$ cat src/rtl/memory_pkg.sv
// Shared types and helpers for the memory_bank block: FSM state encoding,
// byte-lane merge and read-latency legality.
package memory_pkg;

  typedef enum logic {
    StInit,
    StReady
  } state_e;

  localparam int unsigned MinReadLatency = 1;
  localparam int unsigned MaxReadLatency = 2;

  function automatic bit read_latency_legal(input int unsigned lat);
    return (lat >= MinReadLatency) && (lat <= MaxReadLatency);
  endfunction

  // One byte lane of the old/wdata merge; the caller applies it to every lane.
  function automatic logic [7:0] merge_lane(input logic [7:0] old_byte,
                                            input logic [7:0] new_byte,
                                            input logic       en);
    return en ? new_byte : old_byte;
  endfunction

endpackage

$ cat src/rtl/memory_bank_if.sv
// Access bus of memory_bank: request side driven by the master, qualified
// read data and status returned by the slave.
interface memory_bank_if #(
  parameter int unsigned ADDR_WIDTH = 3,
  parameter int unsigned DATA_WIDTH = 8
);

  logic [ADDR_WIDTH-1:0]   addr;
  logic                    wr_en;
  logic [DATA_WIDTH/8-1:0] be;
  logic [DATA_WIDTH-1:0]   wdata;
  logic                    rd_en;
  logic [DATA_WIDTH-1:0]   rdata;
  logic                    rvalid;
  logic                    init_done;
  logic                    err;

  modport master (
    output addr, wr_en, be, wdata, rd_en,
    input  rdata, rvalid, init_done, err
  );

  modport slave (
    input  addr, wr_en, be, wdata, rd_en,
    output rdata, rvalid, init_done, err
  );

endinterface

$ cat src/rtl/memory_bank_rdpipe.sv
// READ_LATENCY-deep read-data pipeline; data stages only load on valid so the
// output holds its last value between reads.
module memory_bank_rdpipe #(
  parameter int unsigned DATA_WIDTH   = 8,
  parameter int unsigned READ_LATENCY = 1
) (
  input  logic                  i_clk,
  input  logic                  i_rst_n,
  input  logic                  i_valid,
  input  logic [DATA_WIDTH-1:0] i_data,
  output logic                  o_valid,
  output logic [DATA_WIDTH-1:0] o_data
);

  logic                  r_valid [READ_LATENCY];
  logic [DATA_WIDTH-1:0] r_data  [READ_LATENCY];

  always_ff @(posedge i_clk or negedge i_rst_n) begin
    if (!i_rst_n) begin
      for (int i = 0; i < READ_LATENCY; i++) begin
        r_valid[i] <= 1'b0;
        r_data[i]  <= '0;
      end
    end else begin
      r_valid[0] <= i_valid;
      if (i_valid) r_data[0] <= i_data;
      for (int i = 1; i < READ_LATENCY; i++) begin
        r_valid[i] <= r_valid[i-1];
        if (r_valid[i-1]) r_data[i] <= r_data[i-1];
      end
    end
  end

  assign o_valid = r_valid[READ_LATENCY-1];
  assign o_data  = r_data[READ_LATENCY-1];

endmodule

$ cat src/rtl/memory_bank.sv
// Single-port memory bank with byte-lane writes, clocked init sweep after
// reset, selectable read latency and configurable read-during-write.
module memory_bank
  import memory_pkg::*;
#(
  parameter int unsigned           ADDR_WIDTH   = 3,
  parameter int unsigned           DATA_WIDTH   = 8,
  parameter logic [DATA_WIDTH-1:0] INIT_VALUE   = '1,
  parameter int unsigned           READ_LATENCY = 1,
  parameter bit                    WRITE_FIRST  = 1'b0
) (
  input  logic           i_clk,
  input  logic           i_rst_n,
  memory_bank_if.slave   bus
);

  localparam int unsigned         Depth    = 2 ** ADDR_WIDTH;
  localparam int unsigned         NumLanes = DATA_WIDTH / 8;
  localparam logic [ADDR_WIDTH:0] LastPtr  = (ADDR_WIDTH + 1)'(Depth - 1);
  localparam logic [ADDR_WIDTH:0] PtrOne   = (ADDR_WIDTH + 1)'(1);

  if (!read_latency_legal(READ_LATENCY) || (DATA_WIDTH % 8 != 0)) begin : g_bad_param
    $error("memory_bank: illegal READ_LATENCY or DATA_WIDTH");
  end

  logic [DATA_WIDTH-1:0] r_mem [Depth];

  state_e                r_state, w_state_next;
  logic [ADDR_WIDTH:0]   r_init_ptr, w_init_ptr_next;
  logic                  r_err, w_err_next;
  logic                  w_mem_we;
  logic [ADDR_WIDTH-1:0] w_mem_addr;
  logic [DATA_WIDTH-1:0] w_mem_wdata;
  logic [DATA_WIDTH-1:0] w_old, w_merged, w_rd_word;
  logic                  w_rd_accept;
  logic                  w_rvalid;
  logic [DATA_WIDTH-1:0] w_rdata;

  assign w_old = r_mem[bus.addr];

  always_comb begin
    w_merged = w_old;
    for (int i = 0; i < NumLanes; i++) begin
      w_merged[8*i +: 8] = merge_lane(w_old[8*i +: 8], bus.wdata[8*i +: 8], bus.be[i]);
    end
  end

  // Write-first forwards the merged word so a same-cycle read sees the new lanes.
  assign w_rd_word = (WRITE_FIRST && bus.wr_en) ? w_merged : w_old;

  always_comb begin
    w_state_next    = r_state;
    w_init_ptr_next = r_init_ptr;
    w_err_next      = 1'b0;
    w_mem_we        = 1'b0;
    w_mem_addr      = bus.addr;
    w_mem_wdata     = w_merged;
    w_rd_accept     = 1'b0;
    unique case (r_state)
      StInit: begin
        w_mem_we        = 1'b1;
        w_mem_addr      = r_init_ptr[ADDR_WIDTH-1:0];
        w_mem_wdata     = INIT_VALUE;
        w_init_ptr_next = r_init_ptr + PtrOne;
        w_err_next      = bus.rd_en | bus.wr_en;
        if (r_init_ptr == LastPtr) w_state_next = StReady;
      end
      StReady: begin
        w_mem_we    = bus.wr_en && (|bus.be);
        w_rd_accept = bus.rd_en;
      end
    endcase
  end

  always_ff @(posedge i_clk or negedge i_rst_n) begin
    if (!i_rst_n) begin
      r_state    <= StInit;
      r_init_ptr <= '0;
      r_err      <= 1'b0;
    end else begin
      r_state    <= w_state_next;
      r_init_ptr <= w_init_ptr_next;
      r_err      <= w_err_next;
    end
  end

  // Array has no reset; the sweep establishes its contents.
  always_ff @(posedge i_clk) begin
    if (w_mem_we) r_mem[w_mem_addr] <= w_mem_wdata;
  end

  memory_bank_rdpipe #(
    .DATA_WIDTH   (DATA_WIDTH),
    .READ_LATENCY (READ_LATENCY)
  ) u_rdpipe (
    .i_clk   (i_clk),
    .i_rst_n (i_rst_n),
    .i_valid (w_rd_accept),
    .i_data  (w_rd_word),
    .o_valid (w_rvalid),
    .o_data  (w_rdata)
  );

  assign bus.rvalid    = w_rvalid;
  assign bus.rdata     = w_rdata;
  assign bus.init_done = (r_state == StReady);
  assign bus.err       = r_err;

endmodule

$ cat src/flat_wrapper.sv
// flat-port wrapper written by rule: the top's interface ports become plain ports
module memory_bank_flat import memory_pkg::*;
#(
  parameter int unsigned           ADDR_WIDTH   = 3,
  parameter int unsigned           DATA_WIDTH   = 8,
  parameter logic [DATA_WIDTH-1:0] INIT_VALUE   = '1,
  parameter int unsigned           READ_LATENCY = 1,
  parameter bit                    WRITE_FIRST  = 1'b0
)
  (i_clk, i_rst_n, bus_addr, bus_wr_en, bus_be, bus_wdata, bus_rd_en, bus_rdata, bus_rvalid, bus_init_done, bus_err);
  memory_bank_if #(.ADDR_WIDTH(ADDR_WIDTH), .DATA_WIDTH(DATA_WIDTH)) bus_i ();
  input  logic i_clk;
  input  logic i_rst_n;
  input wire logic [$bits(bus_i.addr)-1:0] bus_addr;
  input wire logic [$bits(bus_i.wr_en)-1:0] bus_wr_en;
  input wire logic [$bits(bus_i.be)-1:0] bus_be;
  input wire logic [$bits(bus_i.wdata)-1:0] bus_wdata;
  input wire logic [$bits(bus_i.rd_en)-1:0] bus_rd_en;
  output wire logic [$bits(bus_i.rdata)-1:0] bus_rdata;
  output wire logic [$bits(bus_i.rvalid)-1:0] bus_rvalid;
  output wire logic [$bits(bus_i.init_done)-1:0] bus_init_done;
  output wire logic [$bits(bus_i.err)-1:0] bus_err;
  assign bus_i.addr = bus_addr;
  assign bus_i.wr_en = bus_wr_en;
  assign bus_i.be = bus_be;
  assign bus_i.wdata = bus_wdata;
  assign bus_i.rd_en = bus_rd_en;
  assign bus_rdata = bus_i.rdata;
  assign bus_rvalid = bus_i.rvalid;
  assign bus_init_done = bus_i.init_done;
  assign bus_err = bus_i.err;
  memory_bank #(.ADDR_WIDTH(ADDR_WIDTH), .DATA_WIDTH(DATA_WIDTH), .INIT_VALUE(INIT_VALUE), .READ_LATENCY(READ_LATENCY), .WRITE_FIRST(WRITE_FIRST)) u_core (.i_clk(i_clk), .i_rst_n(i_rst_n), .bus(bus_i));
endmodule
$ cat config.mk
export PLATFORM = sky130hd
export DESIGN_NAME = memory_bank_flat
export DESIGN_NICKNAME = d
export VERILOG_FILES = /design/src/rtl/memory_pkg.sv /design/src/rtl/memory_bank_if.sv /design/src/rtl/memory_bank_rdpipe.sv /design/src/rtl/memory_bank.sv /design/src/flat_wrapper.sv
export SDC_FILE = /design/constraint.sdc
export NUM_CORES = 1
export LEC_CHECK = 0
export ABC_AREA = 1
export CAP_MARGIN = 20
export CORE_MARGIN = 2
export CORE_UTILIZATION = 50
export DETAILED_ROUTE_END_ITERATION = 7
export MAX_ROUTING_LAYER = met4
export PLACE_DENSITY_LB_ADDON = 0.25
export SETUP_SLACK_MARGIN = 0.1
export SLEW_MARGIN = 25
export SYNTH_ARGS = -nofsm -noshare
export SYNTH_HDL_FRONTEND = slang
export SYNTH_SLANG_ARGS = --single-unit
$ cat constraint.sdc
create_clock -name i_clk -period 2.4 [get_ports i_clk]
set_clock_uncertainty 0.05 [all_clocks]
set_input_delay 0.24 -clock i_clk [delete_from_list [all_inputs] [get_ports i_clk]]
set_output_delay 0.24 -clock i_clk [all_outputs]
set_load 0.05 [all_outputs]
# == Word level (Yosys, flattened, before mapping) ==
# Memories as Yosys holds them, arrays and structs flattened.
# Cells that the tools add are included.
# word_totals
ff_bits,15
ramBits,64
in_bits,16
output_inout_bits,11
wordCells,21
mem_count,1
# memory_table
name,depth,width,rd,rd_ports_with_merged_regs,wr,line,source
u_core.r_mem,8,8,1,0,1,memory_bank.sv:26,logic [DATA_WIDTH-1:0] r_mem [Depth];
# op_classes
addsub,1
eq_ne,1
n_mux,10
n_bitwise,2
reduce_logical,1
# op_table
cell,n
$mux W8,2
$mux W1,6
$add A4 B1 Y4 const B,1
$eq A4 B3 Y1 const B,1
$mux W3,1
$pmux W1 S2,1
$logic_and A1 B1 Y1,1
$not A1 Y1,1
$or A1 B1 Y1,1

# == Depth between registers and ports, before layout ==
# depth
ltp_word,4
depth_mapped,9
depth_no_buf,7

# == Hierarchy ==
# Synthesis repeated with hierarchy kept, for this count alone.
# hier_totals
cells_unflattened,367
area_unflattened_um2,3590.9
# by_module_without_submodules
mod,instances,cells_per_inst,area_each_um2,seq_area_each_um2
memory_bank,1,332,3260.6,2072.0
memory_bank_rdpipe,1,35,330.3,225.2

# == Least setup slack after synthesis ==
# Ideal clock, no wire load.
# synth_timing
path_kind,register -> register
from,register u_core.r_state (netlist: u_core.bus.init_done)
to,memory u_core.r_mem[1][0] (enable)
t_arrival_ps,1524
slack_ps,456
path_stages_with_launch,6
path_buffers,1
synth_period_minus_slack_ps,1944
path_cell_list,dfrtp_1 -> buf_6 -> nor2_1 -> a21oi_1 -> nand2_1 -> nor2_1
# synth_between
elab_chain_cells,4
word_cells_on_any_way,5
cone_classes,4 x mux; 1 x bitwise
# synth_rtl
item,line,source
"start, declared",memory_bank.sv:28,"state_e r_state, w_state_next;"
"start signal, assigned",memory_bank.sv:77,r_state <= StInit;
"start signal, assigned",memory_bank.sv:81,r_state <= w_state_next;
$not A1 Y1,n/a,
$pmux W1 S2,memory_bank.sv:59,unique case (r_state)
$mux W1,memory_bank.sv:89,if (w_mem_we) r_mem[w_mem_addr] <= w_mem_wdata;
$mux W1 (not written as such),memory_bank.sv:89,
"end, declared",memory_bank.sv:26,
# Parallel ways exist; a longest one is shown, timed or not.

# == Worst setup path after layout ==
# layout_timing
from,register u_core.r_state (netlist: u_core.bus.init_done)
to,output bus_init_done
# layout_lines
item,line,source
"end, declared",flat_wrapper.sv:21,output wire logic [$bits(bus_i.init_done)-1:0] bus_init_done;
# No word-level cell between the ends.

==> results_dict.tcl <==
set metrics [dict create \
    drt-initial-drc-count 242 \
    drc 0 \
    crit_arrival_ns 1.80 \
    max_freq_ghz 0.479 \
    drive_gt1_share_pct 7.98 \
    p_clk_share_pct 36.0 \
    cts_resized 0 \
    p_int_uw 2210 \
    synth.area.mux_share_pct 0 \
    netlist_area_um2 3530 \
    die-height_um 88.0 \
    slew_violations 0 \
    cts_max_path_buffers 2 \
    cts_buffers 9 \
    nets 413 \
    overflow 0 \
    cp_num_buf_inv 1 \
    grt_max_degree 33 \
    syn-instance-count 358 \
    final.min_clock_period_ns 2.09 \
    grt.busiest_layer "met2" \
    n_antenna_cell 0 \
    synth_xor_area_share_pct 0.745 \
    setup_violations 0 \
    fp.dieW_um 88.0 \
    p_per_area_nw_per_um2 703 \
    pre_cts_ws_ns 0.354 \
    hold_class "input port to asynchronous set/reset pin" \
    ys_warn_count 0 \
    cp.required_ns 2.11 \
    period_share_pct 87.0 \
    ys_types 19 \
    port-buffer-count 26 \
    syn_nets 375 \
    met1_usage_pct 28.0 \
    clock_sinks 79 \
    htree_levels 3 \
    cpPeakStageDelay_ns 0.88 \
    synth_top_family_by_area "simple AND/OR/NAND/NOR gates" \
    dp_hpwl_mm 4.97 \
    p_sw_share_pct 23.6 \
    via_per_inst 4.88 \
    reg2reg_setup_slack_ns 0.62 \
    hold_violations 0 \
    initial_core_util_pct 51.9 \
    synthSimpleGateAreaFrac_pct 22.2 \
    power_switching_uw 680 \
    tns_ns 0 \
    synthAdderAreaFrac_pct 0.355 \
    cts_setup_buffers 0 \
    tightest_slew_ns 0.648 \
    worstPathMaxFanout 11 \
    ys_seq_elements 79 \
    grt_pass1_wl_mm 12.0 \
    timing.slew.headroom_pct 56.7 \
    dp_cells 481 \
    wl_per_cell_um 15.2 \
    grt_pass1_vias 2313 \
    clock_latency_ns 0.34 \
    root_buffer "clkbuf_8" \
    p_leak_uw 0.00182 \
    rsz0062_at_grt "no" \
    io_pins 27 \
    peakVddDrop_mv 0.370 \
    path_class "flop to primary output" \
    cts_tree "yes" \
    cpMaxStageDelayCell "clkdlybuf4s50_1" \
    vias 2425 \
    drtAntennaViolNets 0 \
    synth-compound-area-share_pct 1.70 \
    fin_cells 497 \
    power_frac_comb_pct 10.7 \
    hold_buffers 0 \
    yosysSeqAreaShare_pct 65.1 \
    postRouteWirelength_mm 7.53 \
    critPathLaunchType "flop" \
    setup_ws_ns 0.312 \
    path_cells "clkdlybuf4s50_1" \
    worst_setup_path_end_kind "primary output" \
    pwr-share-seq_pct 53.3 \
    place_congestion 0.870 \
    firstDrtPassIters 4 \
    path_delay_family "buffers and inverters" \
    maxCapViolCount 0 \
    path_clk_slew_ns 0.08 \
    rows 30 \
    grt_usage_pct 22.2 \
    antenna_found_initial 0 \
    coreArea_um2 6790 \
    area_delta_synth_final_pct 16.5 \
    status "finished, final reports clean" \
    met3_usage_pct 4.52 \
    met2_usage_pct 34.5 \
    dieArea_um2 7740 \
    syn_area_per_cell_um2 9.85 \
]
==> cells in the mapped netlist (all sizes together) <==
library cell,n,area (um2)
a21oi,10,50.1
o21ai,2,10.0
inv,59,226
edfxtp,64,1920
clkinv,1,3.75
nand2,116,438
nand3,57,285
nor2,16,60.1
xor2,2,17.5
xnor2,1,8.76
dfrtp,15,375
buf,14,118
ha,1,12.5
==> sequential cells by signal, summed over array words and instances (netlist names) <==
signal and flops:
u_core.u_rdpipe.o_data 8, u_core.bus.err 1, u_core.bus.init_done 1, u_core.r_init_ptr 4
u_core.r_mem 64, u_core.u_rdpipe.o_valid 1
==> path summary, 6_finish.rpt <==
path | to | cells past startpoint | start
setup / recovery | bus_init_done | 1 | u_core.bus.init_done$_DFF_PN0_
hold / removal | u_core.r_init_ptr[2]$_DFFE_PN0N_ | 1 | i_rst_n
setup reg to reg | u_core.r_mem[7][1]$_DFFE_PP_ | 6 | u_core.bus.init_done$_DFF_PN0_
hold reg to reg | u_core.u_rdpipe.o_data[2]$_DFFE_PN0P_ | 2 | u_core.u_rdpipe.o_data[2]$_DFFE_PN0P_
max in group asynchronous | u_core.u_rdpipe.o_data[4]$_DFFE_PN0P_ | 1 | i_rst_n
min in group i_clk | u_core.u_rdpipe.o_data[2]$_DFFE_PN0P_ | 2 | u_core.u_rdpipe.o_data[2]$_DFFE_PN0P_
==> layout by cell type, fill, tap and decap left out, drive strengths merged <==
cell,synthesis,final
dfrtp,15,15
bufinv,0,2
edfxtp,64,64
nand3,57,57
buf,14,15
nor2,16,16
nand2,116,116
a21oi,10,10
ha,1,1
clkdlybuf4s50,0,26
clkinv,1,4
xnor2,1,1
o21ai,2,2
clkbuf,0,11
xor2,2,2
inv,59,59
==> cell families (layout without fill, tap and decap cells) <==
kind of cell               Yosys count  count (layout)
AOI/OAI and AO/OA                   12              12
adders and majority gates            1               1
and+or+nand+nor                    189             189
buffers and inverters               74             117
DFF                                 79              79
xor gates and xnor gates             3               3
==> per-stage QoR <==
stage | utilization, % | power [uW] | cell area [um2] | hold slack, ns
after floorplan | - | 1770 | 3530 | -0.106
after global placement | 57.4 | 1880 | 3900 | 0.418
after detailed placement | 57.4 | 1880 | 3900 | 0.415
after CTS | 60.5 | 2910 | 4110 | 0.248
after global routing | 60.5 | 3000 | 4110 | 0.291
final | 60.5 | 2890 | 4110 | 0.241
==> power groups by stage <==
stage                     Sequential [uW]  Clock (uW)  Combinational (uW)
final                                1540        1040                 311
after global routing                 1540        1120                 339
after CTS                            1540        1060                 312
after detailed placement             1570           0                 310
after global placement               1570           0                 306
after floorplan                      1630           0                 140
==> layout make-up <==
| type | instances | area [um2] |
|---|---|---|
| Sequential cell | 79 | 2300 |
| Clock buffer | 11 | 131 |
| Inverter | 60 | 230 |
| Fill cell | 573 | 2690 |
| Clock inverter | 5 | 73.8 |
| Tap cell | 96 | 120 |
| Timing Repair Buffer | 41 | 373 |
| Multi-Input combinational cell | 205 | 882 |
==> layer usage <==
metal | vias up | share of wire, %
li1 | 1219 | -
met1 | 1120 | 44
met2 | 78 | 47
met3 | 8 | 6.8
met4 | 0 | 1.7
met5 | - | 0
No activity file was read; power rests on OpenSTA's default activity.
